--- src/rtl/serial_match_sched_if.sv ---
// Requester / detector bundle for serial_match_sched. The slave modport is the
// scheduler's view; the master modport is the requesters-plus-detector side.
interface serial_match_sched_if #(
  parameter int NREQ   = 4,
  parameter int WORD_W = 8,
  parameter int IDW    = $clog2(NREQ),
  parameter int CW     = $clog2(WORD_W + 1)
);
  logic [NREQ-1:0]        req;
  logic [NREQ*WORD_W-1:0] word_in;
  logic [NREQ-1:0]        grant;
  logic                   det_i;
  logic                   det_o;
  logic                   busy;
  logic                   done;
  logic [IDW-1:0]         done_id;
  logic [CW-1:0]          match_cnt;

  modport master (
    output req, word_in, det_o,
    input  grant, det_i, busy, done, done_id, match_cnt
  );

  modport slave (
    input  req, word_in, det_o,
    output grant, det_i, busy, done, done_id, match_cnt
  );
endinterface

--- src/rtl/serial_match_sched.sv ---
// Round-robin scheduler that serialises requester words into a shared 1101
// Moore detector, counts its matches and returns the count tagged with the ID.
module serial_match_sched #(
  parameter int NREQ   = 4,
  parameter int WORD_W = 8,
  parameter int IDW    = $clog2(NREQ),
  parameter int CW     = $clog2(WORD_W + 1)
) (
  input  logic                clk,
  input  logic                n_rst,
  serial_match_sched_if.slave bus
);

  localparam int KW = $clog2(WORD_W);

  localparam logic [2:0] IDLE   = 3'd0;
  localparam logic [2:0] SHIFT  = 3'd1;
  localparam logic [2:0] DRAIN  = 3'd2;
  localparam logic [2:0] FLUSH  = 3'd3;
  localparam logic [2:0] REPORT = 3'd4;

  localparam logic [KW-1:0]   K_LAST  = KW'(WORD_W - 1);
  localparam logic [KW-1:0]   K_TWO   = KW'(2);
  localparam logic [KW-1:0]   K_ONE   = KW'(1);
  localparam logic [CW-1:0]   CNT_ONE = CW'(1);
  localparam logic [IDW-1:0]  PTR_RST = IDW'(NREQ - 1);
  localparam logic [NREQ-1:0] GNT_ONE = NREQ'(1);

  logic [2:0]        state_r;
  logic [IDW-1:0]    ptr_r;
  logic [IDW-1:0]    id_r;
  logic [WORD_W-1:0] shreg_r;
  logic [KW-1:0]     k_r;
  logic [CW-1:0]     cnt_r;

  logic [NREQ-1:0]   grant_r;
  logic              det_i_r;
  logic              busy_r;
  logic              done_r;
  logic [IDW-1:0]    done_id_r;
  logic [CW-1:0]     match_cnt_r;

  logic              win_found_s;
  logic [IDW-1:0]    win_id_s;
  logic [IDW-1:0]    cand_s;
  logic              count_en_s;
  logic [WORD_W-1:0] words_s [NREQ];

  assign bus.grant     = grant_r;
  assign bus.det_i     = det_i_r;
  assign bus.busy      = busy_r;
  assign bus.done      = done_r;
  assign bus.done_id   = done_id_r;
  assign bus.match_cnt = match_cnt_r;

  for (genvar r = 0; r < NREQ; r++) begin : g_words
    assign words_s[r] = bus.word_in[r*WORD_W +: WORD_W];
  end

  // Round-robin search starting just above the last winner.
  always_comb begin
    win_found_s = 1'b0;
    win_id_s    = {IDW{1'b0}};
    cand_s      = {IDW{1'b0}};
    for (int i = 1; i <= NREQ; i++) begin
      cand_s = IDW'((int'(ptr_r) + i) % NREQ);
      if (!win_found_s && bus.req[cand_s]) begin
        win_found_s = 1'b1;
        win_id_s    = cand_s;
      end else begin
        win_found_s = win_found_s;
      end
    end
  end

  // Outputs are registered, so state_r runs one cycle ahead of what the pins
  // show; det_o therefore reflects the bit state_r issued two cycles earlier.
  always_comb begin
    count_en_s = 1'b0;
    if (bus.det_o) begin
      case (state_r)
        SHIFT:   count_en_s = (k_r >= K_TWO);
        DRAIN:   count_en_s = 1'b1;
        FLUSH:   count_en_s = 1'b1;
        default: count_en_s = 1'b0;
      endcase
    end else begin
      count_en_s = 1'b0;
    end
  end

  // Scheduler FSM, match counter and registered outputs.
  always_ff @(posedge clk or negedge n_rst) begin
    if (!n_rst) begin
      state_r     <= IDLE;
      ptr_r       <= PTR_RST;
      id_r        <= {IDW{1'b0}};
      shreg_r     <= {WORD_W{1'b0}};
      k_r         <= {KW{1'b0}};
      cnt_r       <= {CW{1'b0}};
      grant_r     <= {NREQ{1'b0}};
      det_i_r     <= 1'b0;
      busy_r      <= 1'b0;
      done_r      <= 1'b0;
      done_id_r   <= {IDW{1'b0}};
      match_cnt_r <= {CW{1'b0}};
    end else begin
      grant_r <= {NREQ{1'b0}};
      det_i_r <= 1'b0;
      done_r  <= 1'b0;
      busy_r  <= (state_r != IDLE);
      if (count_en_s) begin
        cnt_r <= cnt_r + CNT_ONE;
      end else begin
        cnt_r <= cnt_r;
      end
      case (state_r)
        IDLE: begin
          if (win_found_s) begin
            grant_r <= GNT_ONE << win_id_s;
            shreg_r <= words_s[win_id_s];
            id_r    <= win_id_s;
            ptr_r   <= win_id_s;
            cnt_r   <= {CW{1'b0}};
            k_r     <= {KW{1'b0}};
            state_r <= SHIFT;
          end else begin
            state_r <= IDLE;
          end
        end
        SHIFT: begin
          det_i_r <= shreg_r[WORD_W-1];
          shreg_r <= shreg_r << 1;
          k_r     <= k_r + K_ONE;
          if (k_r == K_LAST) begin
            state_r <= DRAIN;
          end else begin
            state_r <= SHIFT;
          end
        end
        DRAIN:  state_r <= FLUSH;
        FLUSH:  state_r <= REPORT;
        REPORT: begin
          done_r      <= 1'b1;
          done_id_r   <= id_r;
          match_cnt_r <= cnt_r;
          state_r     <= IDLE;
        end
        default: state_r <= IDLE;
      endcase
    end
  end

endmodule

--- src/flat_wrapper.sv ---
// flat-port wrapper written by rule: the top's interface ports become plain ports
module serial_match_sched_flat 
#(
  parameter int NREQ   = 4,
  parameter int WORD_W = 8,
  parameter int IDW    = $clog2(NREQ),
  parameter int CW     = $clog2(WORD_W + 1)
)
  (clk, n_rst, bus_req, bus_word_in, bus_det_o, bus_grant, bus_det_i, bus_busy, bus_done, bus_done_id, bus_match_cnt);
  serial_match_sched_if #(.NREQ(NREQ), .WORD_W(WORD_W), .IDW(IDW), .CW(CW)) bus_i ();
  input  logic clk;
  input  logic n_rst;
  input wire logic [$bits(bus_i.req)-1:0] bus_req;
  input wire logic [$bits(bus_i.word_in)-1:0] bus_word_in;
  input wire logic [$bits(bus_i.det_o)-1:0] bus_det_o;
  output wire logic [$bits(bus_i.grant)-1:0] bus_grant;
  output wire logic [$bits(bus_i.det_i)-1:0] bus_det_i;
  output wire logic [$bits(bus_i.busy)-1:0] bus_busy;
  output wire logic [$bits(bus_i.done)-1:0] bus_done;
  output wire logic [$bits(bus_i.done_id)-1:0] bus_done_id;
  output wire logic [$bits(bus_i.match_cnt)-1:0] bus_match_cnt;
  assign bus_i.req = bus_req;
  assign bus_i.word_in = bus_word_in;
  assign bus_i.det_o = bus_det_o;
  assign bus_grant = bus_i.grant;
  assign bus_det_i = bus_i.det_i;
  assign bus_busy = bus_i.busy;
  assign bus_done = bus_i.done;
  assign bus_done_id = bus_i.done_id;
  assign bus_match_cnt = bus_i.match_cnt;
  serial_match_sched #(.NREQ(NREQ), .WORD_W(WORD_W), .IDW(IDW), .CW(CW)) u_core (.clk(clk), .n_rst(n_rst), .bus(bus_i));
endmodule
--- config.mk ---
export PLATFORM = sky130hd
export DESIGN_NAME = serial_match_sched_flat
export DESIGN_NICKNAME = d
export VERILOG_FILES = /design/src/rtl/serial_match_sched_if.sv /design/src/rtl/serial_match_sched.sv /design/src/flat_wrapper.sv
export SDC_FILE = /design/constraint.sdc
export NUM_CORES = 1
export LEC_CHECK = 0
export CORE_UTILIZATION = 40
export DETAILED_ROUTE_END_ITERATION = 8
export PLACE_DENSITY = 0.69
export SLEW_MARGIN = 20
export SYNTH_ARGS = -nofsm -noshare
export SYNTH_HDL_FRONTEND = slang
export SYNTH_SLANG_ARGS = --single-unit
--- constraint.sdc ---
create_clock -name clk -period 4.5 [get_ports clk]
set_input_delay 0.675 -clock clk [delete_from_list [all_inputs] [get_ports clk]]
set_output_delay 0.675 -clock clk [all_outputs]
set_load 0.005 [all_outputs]
Word-level counts from Yosys, hierarchy flattened. Index checks and enable logic that the tools add are counted.

Flip-flop bits (word level): 35. Logic and storage cells: 79.

Shift operators: 1. Reduce and logical (&&, ||, !) cells: 12. Bitwise logic cells: 1. Add/subtract/negate cells: 6. Magnitude comparators: 6. Equal/unequal tests: 6. Muxes and demuxes: 35.

Operator list (number): 8-bit 2-to-1 mux (3); 4-bit 2-to-1 mux (5); 8-bit binary-select mux with 2-bit select (1); 8-bit one-hot mux with 2 select lines (1); 2-bit by 3-bit less-than comparator with 1-bit output, second input constant (4); 1-bit 2-to-1 mux (12); 3-bit one-hot mux with 4 select lines (1); 2-bit 2-to-1 mux (5); 1-bit binary-select mux with 2-bit select (4); 3-bit by 2-bit equality test with 1-bit output, second input constant (2); 3-bit equality test, second input constant (2); 3-bit one-hot mux with 2 select lines (1); 2-bit by 1-bit adder with 2-bit output, second input constant (2); 2-bit adder, second input constant (2); 4-bit by 1-bit adder with 4-bit output, second input constant (1); 2-bit AND reduction (2); 1-bit by 2-bit left shift with 4-bit output, first input constant (1); 3-bit by 1-bit adder with 3-bit output, second input constant (1); 3-bit by 1-bit equality test with 1-bit output, second input constant (1); 3-bit by 2-bit >= comparator with 1-bit output, second input constant (1); 3-bit >= comparator, second input constant (1); 1-bit logical AND (3); 1-bit logical NOT (3); 3-bit logical NOT (1); other kinds (7) (7).

Depth between registers and ports, before layout.
Depth in word-level cells: 19. Mapped depth: 7.

Worst setup path before layout. Ideal clock, no wire load.

Path kind: input to register. Start: in bus_req[3]. End: reg u_core.shreg_r[0]. Data required time: 4.358 ns. Slack: 2.666 ns. Buffers on the path: 2. Stages: 7. Arrival time: 1.692 ns. Setup time: 0.142 ns. Cell sequence: nor2b_1 -> o21ai_2 -> o221a_4 -> buf_8 -> buf_12 -> mux2i_1 -> o221ai_1.

Word-level cells in the longest chain between the ends: 18.

RTL lines: from (decl) (RTL line flat_wrapper.sv:13) `input wire logic [$bits(bus_i.req)-1:0] bus_req;`; 1-bit binary-select mux with 2-bit select (RTL line serial_match_sched.sv:67) `if (!win_found_s && bus.req[cand_s]) begin`; 1-bit 2-to-1 mux (not written as such) (RTL line serial_match_sched.sv:67); 1-bit 2-to-1 mux (RTL line serial_match_sched.sv:67); 1-bit logical NOT (RTL line serial_match_sched.sv:67); 1-bit logical AND (RTL line serial_match_sched.sv:67); 1-bit 2-to-1 mux (RTL line serial_match_sched.sv:67); 1-bit logical NOT (RTL line serial_match_sched.sv:67); 1-bit logical AND (RTL line serial_match_sched.sv:67); 1-bit 2-to-1 mux (RTL line serial_match_sched.sv:67); 1-bit logical NOT (RTL line serial_match_sched.sv:67); 1-bit logical AND (RTL line serial_match_sched.sv:67); 2-bit 2-to-1 mux (RTL line serial_match_sched.sv:67); 2-bit NOT with 3-bit output (not written as such) (RTL line serial_match_sched.sv:121) `shreg_r <= words_s[win_id_s];`; 8-bit binary-select mux with 2-bit select (RTL line serial_match_sched.sv:121); 8-bit 2-to-1 mux (not written as such) (2 in a row) (RTL line serial_match_sched.sv:121); 8-bit 2-to-1 mux (RTL line serial_match_sched.sv:119) `if (win_found_s) begin`; 8-bit one-hot mux with 2 select lines (RTL line serial_match_sched.sv:117) `case (state_r)`; to (signal assigned) (RTL line serial_match_sched.sv:98) `shreg_r <= {WORD_W{1'b0}};`; to (signal assigned) (RTL line serial_match_sched.sv:121); to (signal assigned) (RTL line serial_match_sched.sv:133) `shreg_r <= shreg_r << 1;`; to (decl) (RTL line serial_match_sched.sv:32) `logic [WORD_W-1:0] shreg_r;`.

Several ways; a longest one is shown, not always the timed one. The select of a mux whose other input is x is not followed. A chain may end at the register's enable or synchronous reset.

Worst setup path after layout.
Start: in bus_req[1]. End: reg u_core.shreg_r[5].

Same word-level chain as after synthesis.

==> reports/qor.tcl <==
set qor(outcome) {finished clean}
set qor(final.fill_count) 361
set qor(postSynth.asyncResetShare) 1.00
set qor(routed-via-count) 1329
set qor(synth_seq_area_share) 0.496
set qor(p_comb_frac) 0.416
set qor(maxSlewHeadroom) 0.482
set qor(total_switching_power_mw) 0.439
set qor(area_taken_by_flip_flops_and_latches_sq_um) 878
set qor(final-hold-violation-count) 0
set qor(fin_hold_ws_ps) 504
set qor(total_of_hold_buffers_inserted_after_clock_tree_synthesis) 0
set qor(antenna_left) 0
set qor(internal_power_mw) 0.871
set qor(area_growth_pct) 34.3
set qor(worstSetupPathType) {primary input to register}
set qor(avgViaCountPerCell) 5.23
set qor(synth.largest_area_cell) {sky130_fd_sc_hd__dfrtp_1}
set qor(finalSetupTns_ps) 0
set qor(clock_tree_sinks) 35
set qor(critPathLaunchType) {primary input}
set qor(seqPwrFrac) 0.411
set qor(first_pass_grt_wire_length_um) 5720
set qor(cts_resized) 0
set qor(cts-root-buf) {sky130_fd_sc_hd__clkbuf_8}
set qor(netlist.area_leader.share) 0.466
set qor(synth_area_leaders) {sky130_fd_sc_hd__dfrtp_1 (47%), sky130_fd_sc_hd__mux2i_1 (9.0%), sky130_fd_sc_hd__mux2_2 (5.1%)}
set qor(grtUsageMet2) 0.277
set qor(setup_viol_count_final) 0
set qor(hp-start) {u_core.id_r[0]}
set qor(finalMaxSlewViolations) 0
set qor(dp.final_hpwl_um) 2850
set qor(arrival_ps) 2500
set qor(drt_pass1_iterations) 4
set qor(power_per_cell_area_mw_per_mm2) 551
set qor(fmax_ghz) 0.433
set qor(grtUsageTotal) 0.168
set qor(grt.met1_usage) 0.213
set qor(cts_setup_buffers) 0
set qor(cts_max_level) 2
set qor(grt_overflow_total) 0
set qor(crit_path_start) {bus_req[1]}
set qor(floorplan.die_area_sq_mm) 0.00470
set qor(finalWeightedCongestion) 0.715
set qor(syn_area_per_cell_sq_um) 11.6
set qor(critical_path.reg2reg.startpoint) {u_core.state_r[0]}
set qor(syn_nets) 195
set qor(crit_chain) {clkdlybuf4s50_1 -> nor2_1 -> a21oi_2 -> nand2_1 -> o221ai_1}
set qor(hold_path_class) {register to register}
set qor(cp_data_required_time_ps) 4690
set qor(chipWidth_um) 68.5
set qor(timing.critical_path.slowest_cell_delay_ps) 570
set qor(post_synth_num_cell_types) 43
set qor(timing.critical_path.fanout_max) 11
set qor(p_total_mw) 1.31
set qor(cts_tree) {built}
set qor(detail_route.wl_per_cell_um) 14.6
set qor(grt_util_met3) 0.0444
set qor(multi_input_area_sq_um) 808
set qor(global_route.peak_usage_layer) {met2}
set qor(finalInstanceArea_sq_mm) 0.00238
set qor(drtIter0Drc) 60
set qor(yosys_register_bits) 35
set qor(numPortBuffers) 51
set qor(cap_violations) 0
set qor(critPathSlowestCell) {sky130_fd_sc_hd__clkdlybuf4s50_1}
set qor(drt_drc_violations_left) 0
set qor(p_leak_nw) 1.05
set qor(number_of_instances_in_the_synthesized_netlist) 152
set qor(rsz0062_at_grt) {false}
set qor(postRouteWirelength_um) 3720
set qor(power_frac_clock) 0.174
set qor(cts.reportedPaths.clkPinSlew_ps) 60
set qor(antenna_cells_inserted) 0
set qor(synth_enable_flop_cells) 0
set qor(synth_ff_type) {sky130_fd_sc_hd__dfrtp_1}
set qor(dpl-instance-area_sq_mm) 0.00229
set qor(grt_max_degree) 36
set qor(clock_latency_ps) 280
set qor(final_layout_size_suffix_gt1_frac) 0.137
set qor(nets_final) 246
set qor(clock_path_buffers) 2
set qor(ir_worst_vdd_uv) 234
set qor(rows) 23
set qor(max_slew.worst_pin.slew_ps) 771
set qor(fin_skew_ps) 6.87
set qor(mappedNetlistArea_sq_mm) 0.00177
set qor(io_pins) 52
set qor(antenna_found_initial) 0
set qor(setup.worst_path.end_class) {register}
set qor(fin_crit_ps) 2310
set qor(synth-warning-count) 0
set qor(number_of_global_route_vias_before_repair) 1244
set qor(core_region_area_sq_mm) 0.00412
set qor(die_y_um) 68.5
set qor(cts_made_buffers) 5
set qor(start_util) 0.430
set qor(swShare) 0.335
set qor(min_period_over_period) 0.513
critical path, delay by kind of cell:
family	cells	cell delay (ps)
AND/OR/NAND/NOR	2	500
AO/OA/AOI/OAI	2	760
buffers and inverters	1	570
sequential cells by signal (all words and copies together) (netlist names):
signal / count
u_core.bus.match_cnt: 4
u_core.ptr_r: 2
u_core.shreg_r: 8
u_core.k_r: 3
u_core.cnt_r: 4
u_core.bus.det_i: 1
u_core.id_r: 2
u_core.bus.busy: 1
u_core.bus.done: 1
u_core.bus.grant: 4
u_core.state_r: 3
u_core.bus.done_id: 2
final cells by class:
type                    count  area share
clock buffers               7      0.0363
clock inverters             1     0.00211
inverters                   5     0.00789
multi-input cells         104       0.340
flip-flops and latches     35       0.369
well taps                  50      0.0263
repair buffers             52       0.218
metal layers:
layer | routed length [um] | up-vias
met2 | 1890 | 27
met4 | 49 | 0
met1 | 1640 | 648
li1 | - | 649
met3 | 140 | 5
met5 | 0 | -
cell usage after synthesis (2+ instances only):
cell and number:
sky130_fd_sc_hd__o21ai_1 2, sky130_fd_sc_hd__nor2_1 13, sky130_fd_sc_hd__mux2_2 8, sky130_fd_sc_hd__o21ai_2 2, sky130_fd_sc_hd__o221ai_1 8, sky130_fd_sc_hd__dfstp_2 2
sky130_fd_sc_hd__a21oi_1 2, sky130_fd_sc_hd__mux2i_1 16, sky130_fd_sc_hd__ha_1 4, sky130_fd_sc_hd__nor2b_1 3, sky130_fd_sc_hd__a22oi_1 7, sky130_fd_sc_hd__and3_1 2
sky130_fd_sc_hd__xor2_1 2, sky130_fd_sc_hd__and2_1 2, sky130_fd_sc_hd__buf_2 3, sky130_fd_sc_hd__nand2_1 11, sky130_fd_sc_hd__dfrtp_1 33, sky130_fd_sc_hd__inv_1 4
sky130_fd_sc_hd__o21ai_0 4
cell usage in the layout, fill, tap and decap left out, types with 2 or more instances in the layout:
master | synthesis | layout
sky130_fd_sc_hd__clkdlybuf4s50_1 | 0 | 51
sky130_fd_sc_hd__dfrtp_1 | 33 | 33
sky130_fd_sc_hd__mux2i_1 | 16 | 16
sky130_fd_sc_hd__nor2_1 | 13 | 13
sky130_fd_sc_hd__nand2_1 | 11 | 11
sky130_fd_sc_hd__mux2_2 | 8 | 8
sky130_fd_sc_hd__o221ai_1 | 8 | 8
sky130_fd_sc_hd__a22oi_1 | 7 | 7
sky130_fd_sc_hd__clkbuf_8 | 0 | 6
sky130_fd_sc_hd__inv_1 | 4 | 4
sky130_fd_sc_hd__ha_1 | 4 | 4
sky130_fd_sc_hd__nor2b_1 | 3 | 3
sky130_fd_sc_hd__o21ai_0 | 4 | 3
sky130_fd_sc_hd__o21ai_1 | 2 | 3
sky130_fd_sc_hd__o21ai_2 | 2 | 2
sky130_fd_sc_hd__a21oi_1 | 2 | 2
sky130_fd_sc_hd__xor2_1 | 2 | 2
sky130_fd_sc_hd__and2_1 | 2 | 2
sky130_fd_sc_hd__and3_1 | 2 | 2
sky130_fd_sc_hd__dfstp_2 | 2 | 2
worst paths after layout:
| check | end | slack [ps] | depth (start not counted) |
|---|---|---|---|
| setup reg to reg | u_core.shreg_r[5] | 2390 | 4 |
| max in group asynchronous | u_core.ptr_r[0] | 3360 | 2 |
| setup / recovery | u_core.shreg_r[5] | 2190 | 5 |
| min in group asynchronous | u_core.bus.match_cnt[2] | 790 | 2 |
| hold / removal | u_core.id_r[0] | 500 | 1 |
| hold reg to reg | u_core.id_r[0] | 500 | 1 |
power groups by stage:
stage | Clock [mW] | Sequential [mW] | Combinational, mW
after global placement | 0 | 0.534 | 0.531
final | 0.227 | 0.538 | 0.544
after floorplan | 0 | 0.515 | 0.408
after global routing | 0.250 | 0.555 | 0.604
after CTS | 0.234 | 0.537 | 0.554
after detailed placement | 0 | 0.543 | 0.551
cell families (layout without fill, tap and decap cells):
kind of cell	after synthesis	after routing	share of synthesized area
AOI/OAI and AO/OA	34	34	0.155
xor gates and xnor gates	3	3	0.0148
adders and majority gates	4	4	0.0283
buffers and inverters	13	65	0.0473
DFF	35	35	0.496
muxes	25	25	0.148
and+or+nand+nor	38	38	0.110
stage by stage:
step	instances	util	setup WS, ps
finish	254	0.578	2190
CTS	254	0.578	1880
global route	254	0.578	2070
detailed placement	246	0.555	1610
floorplan	152	-	2670
global placement	246	0.555	1750
Power figures use the tool's default switching activity.
